`config.mk`:
```
export PLATFORM = sky130hd
export DESIGN_NAME = cam_frame_writer
export DESIGN_NICKNAME = d
export VERILOG_FILES = /design/src/rtl/cam_frame_writer.sv
export SDC_FILE = /design/constraint.sdc
export NUM_CORES = 1
export LEC_CHECK = 0
export BUFFER_PORTS_ARGS = -buffer_cell sky130_fd_sc_hd__buf_2
export CORE_MARGIN = 2
export CORE_UTILIZATION = 58
export DETAILED_ROUTE_END_ITERATION = 6
export PLACE_DENSITY_LB_ADDON = 0.08
export SKIP_CTS_REPAIR_TIMING = 1
export SYNTH_ARGS = -nofsm -noshare
export SYNTH_HDL_FRONTEND = slang
export SYNTH_SLANG_ARGS = --single-unit
export TNS_END_PERCENT = 100
```
`constraint.sdc`:
```
create_clock -name clk_25 -period 4.7 [get_ports clk_25]
set_input_delay 0.235 -clock clk_25 [delete_from_list [all_inputs] [get_ports clk_25]]
set_output_delay 0.235 -clock clk_25 [all_outputs]
set_load 0.005 [all_outputs]
```
`src/rtl/cam_frame_writer.sv`:
```
// Camera RGB565 byte stream to 3-bit RGB frame buffer writer.
// Aligns to vsync/href framing, generates linear addresses and flags malformed lines.
module cam_frame_writer #(
  parameter int H_ACTIVE = 640,
  parameter int V_ACTIVE = 480,
  parameter int ADDR_W   = 19
) (
  input  logic              clk_25,
  input  logic              rst,
  input  logic              cam_vsync,
  input  logic              cam_href,
  input  logic              cam_valid,
  input  logic [7:0]        cam_data,
  output logic              wr_en,
  output logic [ADDR_W-1:0] wr_addr,
  output logic [2:0]        wr_data,
  output logic              frame_done,
  output logic              err
);

  localparam int CW = $clog2(H_ACTIVE + 1);
  localparam int RW = $clog2(V_ACTIVE + 1);
  localparam logic [CW-1:0]     H_MAX  = CW'(H_ACTIVE);
  localparam logic [RW-1:0]     V_MAX  = RW'(V_ACTIVE);
  localparam logic [ADDR_W-1:0] H_STEP = ADDR_W'(H_ACTIVE);

  typedef enum logic [1:0] {SYNC, FRAME_GAP, LINE_WAIT, LINE} state_t;

  state_t            state_q;
  logic [CW-1:0]     col_q;
  logic [RW-1:0]     row_q;
  logic [ADDR_W-1:0] row_base_q;
  logic              phase_q;
  logic [7:0]        hi_q;
  logic              take_d;
  logic              in_frame_d;

  // The cycle href is first seen high already belongs to the line, so its byte is kept.
  assign take_d     = cam_href && cam_valid && !cam_vsync &&
                      (state_q == LINE || state_q == LINE_WAIT);
  assign in_frame_d = (col_q < H_MAX) && (row_q < V_MAX);

  always_ff @(posedge clk_25) begin
    if (rst) begin
      state_q    <= SYNC;
      col_q      <= '0;
      row_q      <= '0;
      row_base_q <= '0;
      phase_q    <= 1'b0;
      hi_q       <= '0;
      wr_en      <= 1'b0;
      wr_addr    <= '0;
      wr_data    <= '0;
      frame_done <= 1'b0;
      err        <= 1'b0;
    end else begin
      wr_en      <= 1'b0;
      frame_done <= 1'b0;
      case (state_q)
        SYNC: if (cam_vsync) state_q <= FRAME_GAP;
        FRAME_GAP: begin
          col_q      <= '0;
          row_q      <= '0;
          row_base_q <= '0;
          phase_q    <= 1'b0;
          if (!cam_vsync) state_q <= LINE_WAIT;
        end
        LINE_WAIT: begin
          if (cam_vsync) begin
            state_q    <= FRAME_GAP;
            frame_done <= (row_q != '0);
          end else if (cam_href) begin
            state_q <= LINE;
          end
        end
        LINE: begin
          if (cam_vsync) begin
            state_q    <= FRAME_GAP;
            frame_done <= (row_q != '0);
            err        <= 1'b1;
            phase_q    <= 1'b0;
          end else if (!cam_href) begin
            state_q <= LINE_WAIT;
            if (phase_q || col_q != H_MAX) err <= 1'b1;
            // Row saturates so surplus lines can never wrap back into the buffer.
            if (row_q < V_MAX) begin
              row_q      <= row_q + 1'b1;
              row_base_q <= row_base_q + H_STEP;
            end
            col_q   <= '0;
            phase_q <= 1'b0;
          end
        end
        default: state_q <= SYNC;
      endcase

      if (take_d) begin
        phase_q <= ~phase_q;
        if (!phase_q) begin
          hi_q <= cam_data;
        end else begin
          if (col_q < H_MAX) col_q <= col_q + 1'b1;
          if (in_frame_d) begin
            wr_en   <= 1'b1;
            wr_addr <= row_base_q + ADDR_W'(col_q);
            wr_data <= {hi_q[7], hi_q[2], cam_data[4]};
          end
        end
      end
    end
  end

endmodule

```
==> results of run 1 <==
## metrics by stage
step	area, µm²	util, %
global route	3260	69.1
finish	3260	69.1
CTS	3260	69.1
detailed placement	3020	64.0
floorplan	2840	-
global placement	3020	64.0
## synthesized netlist by cell type (all sizes together)
| cell | number |
|---|---|
| dfxtp | 61 |
| nand2 | 41 |
| a21oi | 39 |
| nor2 | 23 |
| o21ai | 19 |
| or3 | 15 |
| nand3 | 12 |
| xnor2 | 11 |
| a211oi | 10 |
| nand4 | 10 |
| buf | 9 |
| inv | 9 |
| clkbuf | 8 |
| ha | 8 |
| nor4 | 7 |
| o31ai | 6 |
| or4 | 6 |
| nor4b | 5 |
| nor2b | 3 |
| o21a | 3 |
| xor2 | 3 |
| a2111o | 2 |
| a211o | 2 |
| a311oi | 2 |
| and3 | 2 |
| and4 | 2 |
| mux2i | 2 |
| nor3 | 2 |
| nor4bb | 2 |
| o211ai | 2 |
| a41oi | 1 |
| and4b | 1 |
| nand2b | 1 |
| nand3b | 1 |
| nand4b | 1 |
| nor3b | 1 |
| o2111ai | 1 |
| o311ai | 1 |
| or2 | 1 |
## cell usage in the layout (no fill, tap or decap), types with 9 or more instances in the layout
cell | synthesis | final
xnor2_1 | 11 | 11
nand3_1 | 11 | 11
o21ai_0 | 18 | 18
nand4_1 | 9 | 9
a211oi_1 | 10 | 10
nand2_1 | 41 | 41
a21oi_1 | 39 | 39
buf_2 | 6 | 32
or3_1 | 15 | 15
dfxtp_1 | 61 | 61
nor2_1 | 23 | 23
clkbuf_8 | 0 | 9
inv_1 | 9 | 9
## final timing paths
kind / startpoint / end / cells past startpoint
max: col_q[8] / wr_addr[18] / 5
min: cam_data[2] / hi_q[2] / 3
max reg2reg: col_q[8] / wr_addr[18] / 5
min reg2reg: wr_addr[5] / wr_addr[5] / 2
## area by class of cell
type,count,area share [%]
clock buffer,10,3.91
multi-input combinational,248,46.5
sequential,61,37.4
inverter,9,1.04
timing repair buffer,33,5.14
tap,67,2.57
clock inverter,6,3.41
## power by group through the flow
stage	logic [mW]	clock network, mW	registers [mW]
2_1_floorplan	0.0287	0	0.536
5_1_grt	0.0419	0.588	0.527
3_5_place_dp	0.0371	0	0.538
6_report	0.0373	0.555	0.526
3_3_place_gp	0.0364	0	0.538
4_1_cts	0.0374	0.563	0.526
## kinds of logic after synthesis
| group | after synthesis |
|---|---|
| AND/OR/NAND/NOR | 136 |
| adder cells (fa/ha/maj) | 8 |
| flip-flops | 61 |
| AO/OA/AOI/OAI | 88 |
| XOR/XNOR | 14 |
| buffers and inverters | 26 |
| multiplexers | 2 |
## critical path, cell delays in order (launching register included)
cell and delay [ps]:
dfxtp_1 480, ha_1 320, a211oi_1 670, or3_1 290, o21ai_0 90, a311oi_1 250
## registers in the layout (all words and copies together) (netlist names)
name / count
state_q: 2
frame_done: 1
wr_en: 1
phase_q: 1
err: 1
hi_q: 2
wr_data: 3
wr_addr: 19
row_base_q: 12
col_q: 10
row_q: 9
## routing by layer
metal | share of wire, % | routed length (µm) | vias up
met5 | 0 | 0 | -
met4 | 1.6 | 96 | 0
met3 | 3.2 | 196 | 10
met2 | 46 | 2790 | 46
met1 | 49 | 2980 | 1160
li1 | - | - | 1283
==> run_results.csv, run 1 <==
group,metric,value,unit
synth,yosysWarnings,0,
timing,slew_violations,0,
finish,multi_input_area,0.00152,mm²
global_route,met3_usage,5.01,%
finish,final_cells,434,
floorplan,io_pins,38,
timing,hold_viol,0,
setup_path,crit_required,4950,ps
power_and_ir_drop,p_sw,234,µW
power_and_ir_drop,p_sw_share,20.9,%
synth,synth_cell_type_count,46,
finish,regArea,0.00122,mm²
run_status,outcome,"complete, no violations",
synth,synth-seq-cells,61,
timing,worst_slew_pin_slew,1040,ps
setup_path,worstPathMaxFanout,8,
finish,area_delta_synth_final,14.9,%
floorplan,die_w,74.0,µm
clock_network,cts_root_buffer,"clkbuf_8",
timing,rsz0062_at_grt,"no",
timing,post-route-period-util,46.4,%
floorplan,fp-row-count,25,
power_and_ir_drop,clockPowerShare,49.6,%
global_route,met2_usage,38.8,%
timing,worst_slack,2520,ps
synth,synth_compound_area_share,18.7,%
global_route,grt_pass1_vias,2268,
route,via_per_inst,5.76,
synth,synth_top_family_by_area,"simple AND/OR/NAND/NOR gates",
finish,nets,383,
route,drt_drc_violations_left,0,
timing,setup_tns,0,ps
setup_path,r2r_slack,2520,ps
timing,clock_skew,8.46,ps
global_route,antenna_found_initial,0,
global_route,met1_usage,30.5,%
power_and_ir_drop,sequentialPowerShare,47.0,%
setup_path,cp-start-kind,"flip-flop",
finish,n_antenna_cell,0,
place,dp_slack,2490,ps
power_and_ir_drop,p_leak,1.11,nW
global_route,overflow,0,
power_and_ir_drop,peakVddDrop,0.000313,V
place,gp_congestion,0.821,
synth,synth-simple-area-share,25.9,%
power_and_ir_drop,powerDensity,343,mW/mm²
synth,synthCells,335,
global_route,grt_pass1_wl,10.0,mm
global_route,grt_usage,23.8,%
route,drt_wl_total,6.06,mm
floorplan,start_util,60.1,%
clock_network,clock_latency,340,ps
power_and_ir_drop,p_int,885,µW
setup_path,cp.arrival,2430,ps
synth,synth_mux_area_share,0.705,%
setup_path,critPathCaptureType,"flip-flop",
worst_hold_path,hold_path_class,"in2reg",
clock_network,cts_tree,"done",
synth,yosys.area_share.xor_xnor,4.32,%
finish,n_fill_cell,397,
place,dp.cells,418,
floorplan,core_area,0.00472,mm²
synth,syn_area,0.00284,mm²
route,drt_iter0_markers,207,
timing,relSlewSlack,30.5,%
global_route,busiest_layer,"met2",
synth,yosysSeqAreaShare,43.0,%
synth,synth_area_leaders,"dfxtp_1 (43%), a21oi_1 (6.9%), nand2_1 (5.4%)",
timing,holdWs,137,ps
clock_network,clkTransAtPathRegs,70,ps
setup_path,path_class,"reg2reg",
flow_run,cap_violations,0,
timing,period_minus_slack,2180,ps
place,numPortBuffers,32,
floorplan,die_y,74.0,µm
clock_network,clk_path_buf_depth,2,
timing,fmax,0.458,GHz
global_route,grt_max_degree,44,
power_and_ir_drop,power,1.12,mW
finish,drive_gt1_share,14.4,%
clock_network,numCtsBuffers,9,
route,detail-route-antenna-nets,0,
synth,syn_avg_cell_area,8.47,µm²
clock_network,h-tree-depth,3,
route,dr.pass1.iters,4,
synth,yosysTopAreaCellShare,43.0,%
place,hpwlAfterDp,4.09,mm
synth,synth_nets,356,
power_and_ir_drop,comb_power_share,3.3,%
synth,synthAdderAreaFrac,3.53,%
synth,yosys.area.top_type,"dfxtp_1",
clock_network,cts_num_sinks,61,
floorplan,dieArea,0.00547,mm²
route,via_count,2499,
timing,setup_viol,0,
route,wl_per_cell,14.0,µm
Power figures use the tool's default switching activity.
==> inputs of run 2 (changes only) <==
Settings changed: CORE_UTILIZATION 58 to 51.
Clock period 4.7 ns to 1.8 ns, I/O delays scaled along.
==> run 2 against run 1 <==
Final cell count up 9.7%. Fmax rose by 27%. Clock skew shrank 1.9 ps. Register-to-register slack got worse by 2400 ps.
==> run_results.csv, run 2 (synthesis gave the netlist of run 1 again) <==
group,metric,value,unit
run_status,outcome,"complete, no violations",
setup_path,path_cells,"and4_4 -> buf_4 -> a2111o_1 -> or3_1 -> a21oi_1",
timing,setup_viol,0,
route,drt_drc_violations_left,0,
setup_path,crit_required,2080,ps
finish,regMostFlops,"wr_addr",
setup_path,path_class,"reg2reg",
setup_path,cp-start-kind,"flip-flop",
floorplan,die_w,78.6,µm
finish,n_fill_cell,463,
finish,area_delta_synth_final,27.4,%
timing,slew_violations,0,
finish,final_area,0.00362,mm²
finish,final_cell_mix,"dfxtp_1 (57), nand2_1 (41), a21oi_1 (39), buf_4 (34), buf_2 (32)",
clock_network,numCtsBuffers,9,
finish,post-route-util,66.5,%
floorplan,fp-row-count,27,
flow_run,cap_violations,0,
timing,relSlewSlack,73.1,%
clock_network,clock_latency,350,ps
place,place_area,0.00330,mm²
setup_path,critPathCaptureType,"flip-flop",
setup_path,path_buf_inv,1,
global_route,overflow,0,
global_route,grt_usage,23.1,%
power_and_ir_drop,clockPowerShare,48.8,%
finish,final_common_cell,"dfxtp_1",
timing,worst_slack,87.0,ps
clock_network,cts_root_buffer,"clkbuf_8",
timing,clock_skew,6.57,ps
floorplan,core_area,0.00544,mm²
finish,final_cells,476,
route,dr.pass1.iters,4,
place,dp_slack,15.6,ps
route,drt_iter0_markers,171,
route,drt_wl_total,6.65,mm
setup_path,r2r-end,"row_base_q[17]",
finish,regArea,0.00123,mm²
power_and_ir_drop,peakVddDrop,0.000464,V
power_and_ir_drop,comb_power_share,4.4,%
finish,multi_input_area,0.00157,mm²
setup_path,slowest_delay,460,ps
finish,top_regs,"wr_addr x19, row_base_q x12, col_q x10",
timing,setup_tns,0,ps
worst_hold_path,hold_path_class,"in2reg",
clock_network,clkTransAtPathRegs,70,ps
setup_path,cp.arrival,1990,ps
setup_path,reg2reg_from,"row_q[8]",
clock_network,h-tree-depth,3,
place,hpwlAfterDp,4.66,mm
timing,period_minus_slack,1710,ps
power_and_ir_drop,power,2.93,mW
timing,holdWs,34.7,ps
floorplan,io_pins,38,
place,gp_congestion,0.897,
power_and_ir_drop,p_sw_share,22.4,%
power_and_ir_drop,p_sw,656,µW
power_and_ir_drop,p_leak,1.31,nW
timing,rsz0062_at_grt,"no",
place,dp.cells,457,
floorplan,die_y,78.6,µm
finish,drive_gt1_share,24.5,%
finish,nets,420,
global_route,grt_pass1_wl,11.1,mm
route,via_per_inst,5.58,
clock_network,cts_num_sinks,61,
setup_path,cp_slowest_cell,"a2111o_1",
timing,worst_slew_pin_slew,404,ps
global_route,antenna_found_initial,0,
timing,post-route-period-util,95.2,%
setup_path,cp_top_family,"compound AO/OA/AOI/OAI gates",
setup_path,r2r_slack,90,ps
clock_network,cts_tree,"done",
timing,hold_viol,0,
timing,fmax,0.584,GHz
power_and_ir_drop,powerDensity,809,mW/mm²
global_route,grt_max_degree,32,
power_and_ir_drop,p_int,2.27,mW
setup_path,reg2reg_depth,5,
clock_network,clk_path_buf_depth,2,
floorplan,start_util,52.2,%
place,numPortBuffers,32,
worst_hold_path,hold_depth,2,
floorplan,dieArea,0.00618,mm²
finish,largest_register_ff_count,19,
finish,n_antenna_cell,0,
worst_hold_path,min_to,"state_q[1]",
route,wl_per_cell,14.0,µm
route,detail-route-antenna-nets,0,
route,via_count,2655,
setup_path,worstPathMaxFanout,4,
global_route,grt_pass1_vias,2326,
power_and_ir_drop,sequentialPowerShare,46.9,%
worst_hold_path,min-delay-start,"cam_vsync",
## run 2: changes by cell type in the layout (fill, tap and decap cells not counted), moves of 3 or more
| cell | previous run | this run |
|---|---|---|
| buf_4 | 1 | 34 |
| ha_1 | 8 | 5 |
| dfxtp_1 | 61 | 57 |
| dlygate4sd3_1 | 0 | 3 |
| dfxtp_2 | 0 | 4 |
## run 2: worst max path at each step
| stage | slack [ps] | cells past startpoint | from | to |
|---|---|---|---|---|
| 5_1_grt | 5 | 5 | row_q[8] | row_base_q[17] |
| 6_report | 90 | 5 | row_q[8] | row_base_q[17] |
| 3_3_place_gp | 60 | 5 | row_base_q[7] | row_base_q[15] |
| 2_1_floorplan | -3 | 5 | col_q[8] | wr_addr[17] |
| 4_1_cts | -8 | 5 | row_base_q[7] | row_base_q[17] |
| 3_5_place_dp | 20 | 5 | row_base_q[7] | row_base_q[17] |
## run 2: per-layer routing
| metal | global-route usage [%] | up-vias | share of wire, % |
|---|---|---|---|
| li1 | - | 1361 | - |
| met1 | 30.0 | 1227 | 47 |
| met2 | 36.0 | 54 | 47 |
| met3 | 6.09 | 13 | 4.2 |
| met4 | 10.7 | 0 | 2.2 |
| met5 | 0 | - | 0 |
## run 2: cell type report
type / count / area share (%)
Inverter: 9 / 0.934
Tap cell: 72 / 2.49
Sequential cell: 61 / 33.9
Clock buffer: 11 / 4.19
Multi-Input combinational cell: 248 / 43.3
Clock inverter: 5 / 2.28
Timing Repair Buffer: 70 / 12.9
## run 2: power by group through the flow
stage / combinational [mW] / clock (mW) / sequential (mW)
after floorplan: 0.0750 / 0 / 1.40
after detailed placement: 0.120 / 0 / 1.40
after CTS: 0.121 / 1.45 / 1.37
after global placement: 0.119 / 0 / 1.40
after global routing: 0.141 / 1.52 / 1.37
final: 0.128 / 1.43 / 1.37
